File: src/rtl/mouse_tx_arbiter.sv
// rtl/mouse_tx_arbiter.sv - arbitrates 5-byte mouse packets and single aux bytes onto one byte sink
// Optional: define IDLE_REPORT_EN to capture and send events that have all four gesture flags clear.
module mouse_tx_arbiter (
  input  logic       clock,
  input  logic       reset,
  input  logic       send_mouse_enable,
  input  logic       is_press,
  input  logic       is_release,
  input  logic       is_move,
  input  logic       is_scroll,
  input  logic [9:0] touch_h,
  input  logic [9:0] touch_v,
  input  logic       aux_req,
  input  logic [7:0] aux_data,
  output logic       aux_ack,
  input  logic       tx_ready,
  output logic       tx_valid,
  output logic [7:0] tx_data,
  output logic [7:0] drop_count
);

  typedef enum logic [1:0] {IDLE, MOUSE, AUX} state_t;

  state_t      state;
  logic        pend_valid;
  logic [3:0]  pend_flags;
  logic [9:0]  pend_h;
  logic [9:0]  pend_v;
  logic [3:0]  seq;
  logic        last_mouse;
  logic        aux_req_q;
  logic [2:0]  idx;
  logic [7:0]  pkt [0:4];

  logic [3:0]  evt_flags;
  logic        evt_ok;
  logic        accept;
  logic        aux_pending;
  logic        grant_mouse;
  logic        grant_aux;
  logic [7:0]  b0, b1, b2, b3;

  assign evt_flags = {is_scroll, is_move, is_release, is_press};

`ifdef IDLE_REPORT_EN
  assign evt_ok = 1'b1;
`else
  assign evt_ok = |evt_flags;
`endif

  assign accept = send_mouse_enable & evt_ok;

  // Aux request goes through one register stage, like a mouse event through pending,
  // so requests raised on the same cycle meet in arbitration as a tie.
  assign aux_pending = aux_req & aux_req_q & ~aux_ack;

  always_comb begin
    grant_mouse = 1'b0;
    grant_aux   = 1'b0;
    if (state == IDLE) begin
      if (pend_valid && aux_pending) begin
        grant_mouse = ~last_mouse;
        grant_aux   = last_mouse;
      end else begin
        grant_mouse = pend_valid;
        grant_aux   = aux_pending;
      end
    end
  end

  assign b0 = {4'hA, pend_flags};
  assign b1 = pend_h[9:2];
  assign b2 = {pend_h[1:0], pend_v[9:4]};
  assign b3 = {pend_v[3:0], seq};

  always_ff @(posedge clock) begin
    if (reset) begin
      state      <= IDLE;
      tx_valid   <= 1'b0;
      tx_data    <= 8'h00;
      aux_ack    <= 1'b0;
      drop_count <= 8'h00;
      seq        <= 4'h0;
      pend_valid <= 1'b0;
      pend_flags <= 4'h0;
      pend_h     <= 10'h000;
      pend_v     <= 10'h000;
      last_mouse <= 1'b0;
      aux_req_q  <= 1'b0;
      idx        <= 3'd0;
    end else begin
      aux_req_q <= aux_req;
      aux_ack   <= 1'b0;

      // A capture on the snapshot edge refills pending without counting a drop.
      if (accept) begin
        pend_valid <= 1'b1;
        pend_flags <= evt_flags;
        pend_h     <= touch_h;
        pend_v     <= touch_v;
        if (pend_valid && !grant_mouse && drop_count != 8'hFF)
          drop_count <= drop_count + 8'd1;
      end else if (grant_mouse) begin
        pend_valid <= 1'b0;
      end

      case (state)
        IDLE: begin
          if (grant_mouse) begin
            state      <= MOUSE;
            last_mouse <= 1'b1;
            pkt[0]     <= b0;
            pkt[1]     <= b1;
            pkt[2]     <= b2;
            pkt[3]     <= b3;
            pkt[4]     <= b0 ^ b1 ^ b2 ^ b3;
            idx        <= 3'd0;
            tx_valid   <= 1'b1;
            tx_data    <= b0;
          end else if (grant_aux) begin
            state      <= AUX;
            last_mouse <= 1'b0;
            tx_valid   <= 1'b1;
            tx_data    <= aux_data;
          end
        end
        MOUSE: begin
          if (tx_ready) begin
            if (idx == 3'd4) begin
              state    <= IDLE;
              tx_valid <= 1'b0;
              seq      <= seq + 4'd1;
            end else begin
              idx     <= idx + 3'd1;
              tx_data <= pkt[idx + 3'd1];
            end
          end
        end
        AUX: begin
          if (tx_ready) begin
            state    <= IDLE;
            tx_valid <= 1'b0;
            aux_ack  <= 1'b1;
          end
        end
        default: state <= IDLE;
      endcase
    end
  end

endmodule

File: config.mk
export PLATFORM = sky130hd
export DESIGN_NAME = mouse_tx_arbiter
export DESIGN_NICKNAME = d
export VERILOG_FILES = /design/src/rtl/mouse_tx_arbiter.sv
export SDC_FILE = /design/constraint.sdc
export NUM_CORES = 1
export LEC_CHECK = 0
export CAP_MARGIN = 5
export CORE_MARGIN = 8
export CORE_UTILIZATION = 40
export DETAILED_ROUTE_END_ITERATION = 10
export SYNTH_ARGS = -nofsm -noshare
export SYNTH_HDL_FRONTEND = slang
export SYNTH_SLANG_ARGS = --single-unit
File: constraint.sdc
create_clock -name clock -period 3.7 [get_ports clock]
set_clock_uncertainty 0.05 [all_clocks]
set_input_delay 1.11 -clock clock [delete_from_list [all_inputs] [get_ports clock]]
set_output_delay 1.11 -clock clock [all_outputs]
set_load 0.005 [all_outputs]
==> results of run 1 <==
-- layout by cell type, fill, tap and decap left out, drive strengths merged, types with 2 or more instances in the layout --
| cell type | count |
|---|---|
| nor3 | 4 |
| nor3b | 2 |
| nor4 | 2 |
| xnor2 | 22 |
| o211ai | 7 |
| nor2 | 25 |
| a211o | 2 |
| clkinvlp | 2 |
| mux4 | 4 |
| o21ai | 7 |
| mux2 | 4 |
| ha | 8 |
| nand4 | 2 |
| a211oi | 3 |
| dfxtp | 54 |
| a31oi | 3 |
| clkdlybuf4s50 | 53 |
| nand2 | 69 |
| inv | 6 |
| clkbuf | 11 |
| nand3 | 13 |
| o311ai | 2 |
| xor2 | 9 |
| edfxtp | 36 |
| a21oi | 39 |
| buf | 7 |
| nor2b | 3 |
| mux2i | 7 |
-- worst reg2reg max path: stages (launching register included) --
cell and delay [ps]:
sky130_fd_sc_hd__dfxtp_1 350, sky130_fd_sc_hd__inv_1 90, sky130_fd_sc_hd__ha_1 640, sky130_fd_sc_hd__a31oi_1 320, sky130_fd_sc_hd__nor2_1 440, sky130_fd_sc_hd__buf_4 210, sky130_fd_sc_hd__o311ai_0 130, sky130_fd_sc_hd__a21oi_1 150
-- layer usage --
layer	vias to the layer above	track usage	routed length [µm]
met2	45	0.2126	3809
met3	12	0.03011	320
met5	-	0	0
met4	0	0.06744	186
li1	1382	-	-
met1	1311	0.1705	3963
-- cell families after synthesis --
| group | Yosys count | share of synthesized area |
|---|---|---|
| AOI/OAI and AO/OA | 69 | 0.1129 |
| xor gates and xnor gates | 31 | 0.07082 |
| adders and majority gates | 8 | 0.02611 |
| buffers and inverters | 23 | 0.02546 |
| DFF | 90 | 0.5640 |
| muxes | 15 | 0.05353 |
| and+or+nand+nor | 128 | 0.1472 |
-- area by class of cell --
cell class	instances	area, µm²
clock buffer	11	162.7
clock inverter	5	58.81
fill	876	4552
inverter	5	18.77
multi-input combinational	251	1588
sequential	90	2162
tap	129	161.4
timing repair buffer	60	580.6
-- where the power goes --
part	switching (mW)	total (mW)	internal (mW)	leakage, nW
registers	0.0478	1.16	1.12	0.781
logic	0.205	0.404	0.199	0.758
clock network	0.355	0.728	0.373	0.107
-- registers in the layout, summed over array words and instances (netlist names) --
register	count
aux_req_q	1
pkt	36
tx_valid	1
aux_ack	1
last_mouse	1
state	2
seq	4
pend_h	10
pend_flags	4
idx	3
pend_v	10
drop_count	8
pend_valid	1
tx_data	8
-- worst paths after layout --
| path | startpoint | cells after the start | slack, ps | endpoint |
|---|---|---|---|---|
| min reg2reg | tx_data[7] | 2 | 410 | tx_data[7] |
| max | aux_req | 5 | 1120 | pkt[4][2] |
| max reg2reg | state[1] | 7 | 1280 | tx_data[5] |
| min | tx_data[7] | 2 | 410 | tx_data[7] |
-- through the flow --
stage	hold WS, ps	utilization	instances	setup slack [ps]
global route	432.0	0.5097	551	1018
CTS	413.8	0.5097	551	1136
floorplan	399.4	-	364	167.7
global placement	399.2	0.4858	535	816.9
detailed placement	401.1	0.4858	535	757.7
finish	410.3	0.5097	551	1119
==> results.txt, run 1 <==
The die covers 12970 µm². The commonest cells after synthesis are sky130_fd_sc_hd__nand2_1 (69), sky130_fd_sc_hd__dfxtp_1 (54), sky130_fd_sc_hd__a21oi_1 (39). In this run the worst path has a maximum fanout of 36. The total detailed-routing wirelength came out at 8279 µm. The number of instances in the synthesized netlist is 364. The floorplan step defined a core boundary enclosing 9284 µm².

The critical path is of the in -> reg type. The pin count of the biggest net entering global routing came out at 55. The via count of the first global-routing pass came out at 2733.

In this run the deepest clock path goes through 2 buffers. The number of register bits inferred by synthesis came out at 90. The number of failing setup endpoints in the final timing report is 0. The initial utilization of the core area, before any placement, comes to 0.4129. Once layout is done, the placed cells without fillers occupy 4732 µm². The global placer's final weighted congestion is 0.7716. The maximum clock rate came out at 387.4 MHz. The slew of the pin with the lowest slew margin is 949.8 ps. The clock net sink count came out at 90. Setup total negative slack on the finished layout was measured at 0 ps.

The final-report hold violation count is 0. Row generation in the floorplan step produced 35 rows. The overall power of the completed layout came out at 2.296 mW. Once detail routing completed, the nets flagged for antenna violations numbered 0.

The number of max-capacitance violations reported came out at 0. Relative to the synthesized area, the layout overhead comes to 23.43%. The count of distinct cell types in the synthesized netlist is 43. The count of TritonRoute iterations in the first routing pass came out at 4. The ratio of routed vias to standard cells came out at 4.991. The required time of the critical path came out at 3650 ps. The post-detailed-route DRC marker count came out at 0. The ratio of final minimum period to clock period is 0.6976. The worst slew margin relative to its limit is 0.3647. The antenna diode instance count is 0. The violation count after the first detailed-routing iteration is 116. Averaged over all synthesized cells, the footprint is 10.53 µm². The kind of cell with the highest combined delay along the critical path is buffers and inverters. Yosys attributes the largest share of cell area to sky130_fd_sc_hd__dfxtp_1 (28%), sky130_fd_sc_hd__edfxtp_1 (28%), sky130_fd_sc_hd__nand2_1 (6.8%). The share of synthesized area occupied by flip-flops and latches came out at 0.5640.

The total buffers and inverters traversed by the critical path is 2. The global routing usage summed across all routing layers is 0.1350. For this run, the slowest stage of the critical path takes 450 ps. The netlist area before placement is 3834 µm². STA classifies the critical path endpoint as a flip-flop. The number of buffers inserted during clock tree synthesis is 9. The area share of the largest cell type after synthesis is 0.2820. The biggest area contributor in the post-synthesis netlist is sky130_fd_sc_hd__dfxtp_1. In the final design database the tool counted 462 nets. After synthesis, the share of flip-flops with an asynchronous set or reset is 0. The data arrival time at the worst-slack endpoint is 2530 ps. In this run, synthesis inferred 36 flip-flops with an integrated enable.

After layout, the minimum clock period comes to 2581 ps. Clock-pin slew was measured on the worst setup and hold paths at 90 ps. Among all stages on the critical path, the largest delay is contributed by sky130_fd_sc_hd__clkdlybuf4s50_1.

The run finished with clean final reports. The post-cts repair resize count came out at 0. The initial antenna violation count is 0.

The tightest min-delay check is of the reg -> reg type. The total leakage power is 1.646 nW. In this run the power density over the cells is 485.2 nW/µm². The floorplan step set the die height to 113.9 µm.

The I/O pin count is 55. Walking the worst path, the cells encountered are clkdlybuf4s50_1 > nand4b_1 > nand3_1 > nor2_2 > buf_4. The total congestion overflow after global routing is 0. The fraction of layout cells with a size suffix above 1 is 0.08531. Setup repair after global routing left no endpoint under its margin. The number of warnings reported in the yosys synthesis log came out at 0.

STA classifies the critical path startpoint as a primary input. Across all layers, the routed design uses 2750 vias. The later pin in the worst-skew pair is clocked with a latency of 350 ps.

The post-synth net total is 409. The placement-stage cell area is 4511 µm². The cts-stage hold buffer count is 0. The first global-routing pass estimated 13710 µm of wire. The count of final max-slew check failures came out at 0.

The HPWL reported at the end of detailed placement is 5774 µm. The routed wire length per instance is 15.03 µm. After clock tree synthesis, the setup repair step added 0 buffers.

The top flip-flop cell by instance count after synthesis is sky130_fd_sc_hd__dfxtp_1. TritonCTS built the clock tree. The cell with the most instances after synthesis is sky130_fd_sc_hd__nand2_1. Clock tree synthesis selected as its root buffer the cell sky130_fd_sc_hd__clkbuf_8. The die outline width is 113.9 µm. The number of I/O port buffers is 54.

The number of H-tree branching levels is 3. The worst-case IR drop observed on VDD is 0.2938 mV.
(Power assumes the default switching activity.)
==> inputs of run 2 (changes only) <==
==> constraint.sdc (replaced) <==
create_clock -name clock -period 2.7 [get_ports clock]
set_clock_uncertainty 0.05 [all_clocks]
set_input_delay 0.81 -clock clock [delete_from_list [all_inputs] [get_ports clock]]
set_output_delay 0.81 -clock clock [all_outputs]
set_load 0.005 [all_outputs]
==> run 2 against run 1 <==
Sequential share of layout area shrank 0.41 points. Clock power increased by 20%. Clock-buffer cell count stayed put. Critical endpoint is now tx_data[4].
==> results.txt, run 2 (synthesis results as in run 1) <==
On the critical path, the stage with the largest delay is an instance of sky130_fd_sc_hd__clkdlybuf4s50_1. The count of nets left with antenna violations once routing finished came out at 0. In this design, the largest share of critical-path delay is due to simple AND/OR/NAND/NOR gates. The routed wire length per instance is 14.65 µm. The cell row count came out at 35. Setup repair after global routing left no endpoint under its margin.

The post-detailed-route DRC marker count is 0. pkt holds more flip-flops than any other register. Leaving out fill and tap cells, the most frequent cell in the layout is sky130_fd_sc_hd__nand2_1. The cell depth of the worst flop-to-flop path came out at 8. The worst setup path is of the in -> reg kind. The post-layout instance count excluding filler cells is 558. Setup slack on the critical path of the routed design comes to 383.9 ps. For this design, the CTS-stage hold fixing added 0 buffers. The total buffers and inverters traversed by the critical path came out at 1.

The post-place setup slack came out at 69.18 ps. The antenna diode instance count came out at 0. Derived from the worst setup path, the maximum achievable clock frequency is 431.8 MHz. The startpoint class of the critical path is a primary input. The worst hold slack is 407.3 ps. The area of the placeable core is 9284 µm². The total leakage power is 1.673 nW.

The largest vdd supply drop came out at 0.4138 mV. The area taken by flip-flops and latches came out at 2162 µm². The signal on the critical path passes through clkdlybuf4s50_1 > and3b_1 > nor3b_1 > or2_1 > a21oi_1 > a211oi_1.

The initial antenna violation count is 0. For hold timing, the worst endpoint is tx_data[5]. The share of total power in sequential cells is 0.522. Setup violations remaining at the end of the flow were counted as 0.

TritonCTS built the clock tree. The internal portion of total power is 2.252 mW. The count of TritonRoute iterations in the first routing pass came out at 4. The endpoint type of the worst setup path is a flip-flop. The worst register-to-register path has a setup slack of 630 ps. The wire length of the first global-routing pass came out at 13770 µm. The count of final max-slew check failures was 0.

The maximum count of clock buffers along a single path came out at 2. The global routing usage summed across all routing layers is 0.1333. The final-report hold violation count is 0.

The floorplan step defined a die boundary enclosing 12970 µm². The register with the most flip-flops in the layout has 36 of them. The switching power is 803.7 µW. The number of buffers inserted during clock tree synthesis is 9. The class of the worst hold path is reg -> reg. In this run, placement finished with an instance count of 542. The register clock-pin slew on the reported worst setup and hold paths is 80 ps. The number of I/O port buffers came out at 54. Counting the fill cells in the layout gives 885. In the routed layout, each cell is associated on average with a via count of 4.918. The total congestion overflow after global routing came out at 0. Clock tree synthesis found a total of 90 sinks. The endpoint identified for the worst register-to-register timing path is tx_data[6]. The largest single stage delay on the critical path is 450 ps. The H-tree was split into 3 levels. The worst slew margin relative to its limit came out at 0.5737. Across the run, the number of max-cap violations was 0. The die span in y came out at 113.9 µm. The library cells used most frequently in the layout, excluding fill and tap cells, are sky130_fd_sc_hd__nand2_1 (69), sky130_fd_sc_hd__dfxtp_1 (54), sky130_fd_sc_hd__clkdlybuf4s50_1 (53). The number of buffers inserted to repair setup after CTS came out at 0. The initial utilization of the core area, before any placement, comes to 0.4129. The run finished with clean final reports. The placement-stage cell area is 4588 µm². The required time of the critical path came out at 2910 ps.

The via count of the first global-routing pass came out at 2749. The ratio of final minimum period to clock period came out at 0.8578. The violation count after the first detailed-routing iteration is 135.

The source of the worst hold timing path is tx_data[5]. The data arrival time at the worst-slack endpoint came out at 2520 ps. The top fanout value on the critical path is 8. The total non-filler cell area in the finished layout came out at 4775 µm². The via count of the routed design came out at 2744. The instance count along the most critical hold path came out at 2. Of the total power, the share spent switching nets is 0.2630. The global placer's final weighted congestion came out at 0.7629. CTS placed an instance of sky130_fd_sc_hd__clkbuf_8 at the clock tree root.

The total detailed-routing wirelength came out at 8177 µm. The clock network latency to the later pin of the worst-skew pair came out at 340 ps. In the final layout, the registers with the most flip-flops are pkt: 36 flops, pend_h: 10 flops, pend_v: 10 flops. The slew of the pin with the lowest slew margin came out at 634.9 ps.

The layout-stage area growth over the synthesis result came out at 24.54%. For this design the top-level I/O count stands at 55. Of the total power, the clock network draws 0.286. The worst path needs 2316 ps of the cycle, external delays included. The number of nets at the end of the flow came out at 469. The combinational share of power is 0.193.

Measured along the x axis, the die boundary spans 113.9 µm. The multi-input gate area in the final layout is 1588 µm². Detailed placement ended at an HPWL of 5798 µm. The pin count of the biggest net entering global routing is 55.

Adding up every negative setup slack in the final design gives 0 ps. The startpoint identified for the worst register-to-register timing path is idx[0]. In the final layout, the share of cells above drive strength 1 is 0.09324. Power spread over the standard cell area amounts to 640.0 nW/µm². After clock tree synthesis, the repair step resized 0 gates.
run 2: worst max path at each step:
stage / startpoint / to / slack (ps) / cells after the start
3_3_place_gp: aux_req / tx_data[4] / 90 / 6
6_report: aux_req / tx_data[4] / 380 / 6
5_1_grt: aux_req / tx_data[4] / 280 / 6
3_5_place_dp: aux_req / tx_data[4] / 70 / 6
4_1_cts: aux_req / tx_data[4] / 420 / 6
2_1_floorplan: reset / pkt[0][0] / 60 / 3
run 2: stage by stage:
step,utilization,power [mW]
after floorplan,-,1.940
after global placement,0.4942,2.209
after detailed placement,0.4942,2.220
after CTS,0.5143,3.092
after global routing,0.5143,3.219
final,0.5143,3.056
run 2: power groups by stage:
stage	logic, mW	registers, mW	clock network [mW]
final	0.588	1.59	0.874
after global routing	0.656	1.61	0.957
after CTS	0.596	1.59	0.900
after detailed placement	0.593	1.63	0
after global placement	0.587	1.62	0
after floorplan	0.327	1.61	0
run 2: layout make-up:
cell class                 instances  share of cell area
multi-input combinational        251              0.3325
sequential                        90              0.4528
timing repair buffer              67              0.1378
inverter                           5            0.003931
clock inverter                     5             0.01153
tap                              129             0.03381
clock buffer                      11             0.02752
run 2: routing by layer:
| metal | global-route usage | share of wire | vias up |
|---|---|---|---|
| met5 | 0 | 0 | - |
| met4 | 0.05413 | 0.015 | 0 |
| met3 | 0.03064 | 0.037 | 9 |
| met2 | 0.2162 | 0.47 | 46 |
| met1 | 0.1672 | 0.48 | 1292 |
| li1 | - | - | 1397 |
run 2: worst reg2reg max path, stage by stage, from the launching register on:
cell	delay [ps]
sky130_fd_sc_hd__dfxtp_1	330
sky130_fd_sc_hd__buf_4	240
sky130_fd_sc_hd__ha_1	240
sky130_fd_sc_hd__xor2_1	420
sky130_fd_sc_hd__buf_4	250
sky130_fd_sc_hd__a31oi_1	50
sky130_fd_sc_hd__o21ai_0	100
sky130_fd_sc_hd__o211ai_1	110
sky130_fd_sc_hd__a211oi_1	210
==> inputs of run 3 (changes only) <==
--- a/config.mk
+++ b/config.mk
@@ -9,6 +9,8 @@
 export CORE_MARGIN = 8
 export CORE_UTILIZATION = 40
 export DETAILED_ROUTE_END_ITERATION = 10
+export DONT_BUFFER_PORTS = 1
+export SLEW_MARGIN = 5
 export SYNTH_ARGS = -nofsm -noshare
 export SYNTH_HDL_FRONTEND = slang
 export SYNTH_SLANG_ARGS = --single-unit
==> run 3 against run 2 <==
Global-route usage down 0.91 points. Critical path depth is 1 higher. Non-clock buffer count decreased by 61. Clock power increased by 18%. Die area unchanged. Sequential cell count unchanged. Routed wire length down 3.8%. First-iteration DRC count shrank 29%. Final cell count shrank 11%. Clock-buffer cell count did not move.
==> results.txt, run 3 (synthesis results as in run 1) <==
The run finished with clean final reports. The start of the worst register-to-register path is state[1]. The biggest cell delay along the critical path is 570 ps. The top fanout value on the critical path is 9. The via count of the first global-routing pass is 2386. The total detailed-routing wirelength is 7868 µm.

The register with the most flip-flops in the final layout is pkt. The area of the placeable core came out at 9284 µm². The endpoint identified for the worst register-to-register timing path is tx_data[5].

The global placer's final weighted congestion is 0.7396. In the routed layout, each cell is associated on average with a via count of 5.064. The category of cells accounting for the largest share of critical-path delay is simple AND/OR/NAND/NOR gates. Setup violations remaining at the end of the flow were counted as 0. The total leakage power is 1.450 nW.

The data arrival time at the worst-slack endpoint is 2350 ps. The first detailed-routing pass ran for 4 iterations. The wire length of the first global-routing pass came out at 12480 µm. Clock-pin slew was measured on the worst setup and hold paths at 90 ps. The total congestion overflow after global routing is 0. The min-delay analysis places its worst path in the category reg -> reg. Dividing the detail-routed wire length by the instance count gives 15.83 µm. Of the cells placed in the final design, the portion with a size suffix greater than 1 is 0.09239. The number of I/O port buffers came out at 0.

The antenna violation net count after detailed routing came out at 0. The count of cell instances traversed by the critical path came out at 7. Pin placement for this block handled 55 I/O pins. The slew of the pin with the lowest slew margin came out at 671.7 ps. On the critical path, the stage with the largest delay is an instance of sky130_fd_sc_hd__nor2_1. Setup repair after global routing left no endpoint under its margin.

The post-detailed-route DRC marker count is 0. The clock net sink count is 90. The pin count of the biggest net entering global routing came out at 56. The maximum count of clock buffers along a single path came out at 2. The post-layout minimum cycle time is 2124 ps. TritonCTS created 9 clock buffers.

The initial standard-cell utilization of the core is 0.4129. The cell depth of the worst flop-to-flop path came out at 7. The path type of the worst setup path is reg -> reg. The end point of the worst hold path is pend_h[9].

The antenna diode instance count is 0. The root buffer cell is sky130_fd_sc_hd__clkbuf_8. The number of buffers inserted to repair setup after CTS came out at 0. In the layout the commonest cells are sky130_fd_sc_hd__nand2_1 (69), sky130_fd_sc_hd__dfxtp_1 (54), sky130_fd_sc_hd__a21oi_1 (39). The initialized floorplan defines 35 standard-cell rows. The reg-to-reg setup timing slack is 580 ps. The register with the most flip-flops in the layout has 36 of them. The count of placed standard cells including taps is 481.

The total buffers and inverters traversed by the critical path came out at 1. The overall power of the completed layout came out at 3.028 mW. Across every metal layer, demand over resource in global routing totals 0.1241. The number of max-capacitance violations reported came out at 0.

Setup total negative slack on the finished layout was measured at 0 ps. The count of final max-slew check failures is 0. The die footprint is 12970 µm². The instance count along the most critical hold path is 2.

The number of nets at the end of the flow came out at 408. The cts-stage hold buffer count is 0. The initial antenna violation count was 0.

Post-CTS repair changed the size of 0 cells. Headroom to the max-slew limit came out at 0.5506. STA classifies the critical path endpoint as a flip-flop. The largest registers in the layout are pkt: 36 flops, pend_h: 10 flops, pend_v: 10 flops. The number of H-tree branching levels came out at 3. From synthesis to final layout, the design area changed by 9.922%.

The clock network latency to the later pin of the worst-skew pair came out at 340 ps. The largest vdd supply drop came out at 0.3516 mV. The most frequent standard cell in the layout excluding fill and tap cells is sky130_fd_sc_hd__nand2_1. The die span in y came out at 113.9 µm. The violation count after the first detailed-routing iteration is 96. The post-layout instance count excluding filler cells came out at 497. The detailed router placed 2517 vias in this run.

Walking the worst path, the cells encountered are inv_1 > ha_1 > nor2b_1 > a31oi_1 > nor2_1 > o311ai_0 > a21oi_1. TritonCTS built the clock tree. STA classifies the critical path startpoint as a flip-flop.

In the finished design, the share of the clock period the worst path needs comes to 0.7868. STA puts the critical path data required time at 2930 ps. The final-report hold violation count is 0. For this run, the top clock speed supported by timing is 470.7 MHz. The startpoint identified for the worst hold timing path is pend_h[9]. Once detailed placement completed, the half-perimeter wirelength came to 5490 µm.

The power per unit of standard cell area is 718.6 nW/µm². The die outline width is 113.9 µm.
==> run 3: worst max-delay path by stage <==
stage                  start          to  slack, ps
global route        state[1]  tx_data[5]        400
finish              state[1]  tx_data[5]        580
CTS                 state[0]  tx_data[6]        660
detailed placement   aux_req  tx_data[7]        630
floorplan              reset   pkt[0][0]         60
global placement     aux_req  tx_data[7]        690
==> run 3: through the flow <==
stage	setup slack (ps)	utilization	hold slack [ps]	area, µm²
CTS	659.8	0.4539	426.1	4214
global placement	689.4	0.4295	410.0	3988
floorplan	58.97	-	399.4	3836
finish	575.7	0.4539	428.9	4214
detailed placement	625.7	0.4295	415.0	3988
global route	401.6	0.4539	447.9	4214
==> run 3: where the power goes <==
| part | internal, mW | switching (mW) |
|---|---|---|
| combinational | 0.163 | 0.232 |
| clock | 0.553 | 0.473 |
| sequential | 1.53 | 0.0783 |
| total | 2.25 | 0.783 |
==> run 3: cell type report <==
type                    instances  area, µm²
well taps                     129      161.4
clock inverters                 5      85.08
multi-input cells             251       1588
flip-flops and latches         90       2162
inverters                       5      18.77
fillers                       909       5070
repair buffers                  6      57.56
clock buffers                  11      141.4
==> run 3: per-layer routing <==
metal	track usage	wire length [µm]
met1	0.1521	3582
met2	0.1992	3777
met3	0.03592	426
met4	0.05324	82
met5	0	0
==> run 3: worst register-to-register path, cell delays in order, from the launching register on <==
cell                       delay (ps)
sky130_fd_sc_hd__dfxtp_1          380
sky130_fd_sc_hd__inv_1             80
sky130_fd_sc_hd__ha_1             290
sky130_fd_sc_hd__nor2b_1          150
sky130_fd_sc_hd__a31oi_1          100
sky130_fd_sc_hd__nor2_1           570
sky130_fd_sc_hd__o311ai_0         250
sky130_fd_sc_hd__a21oi_1          180
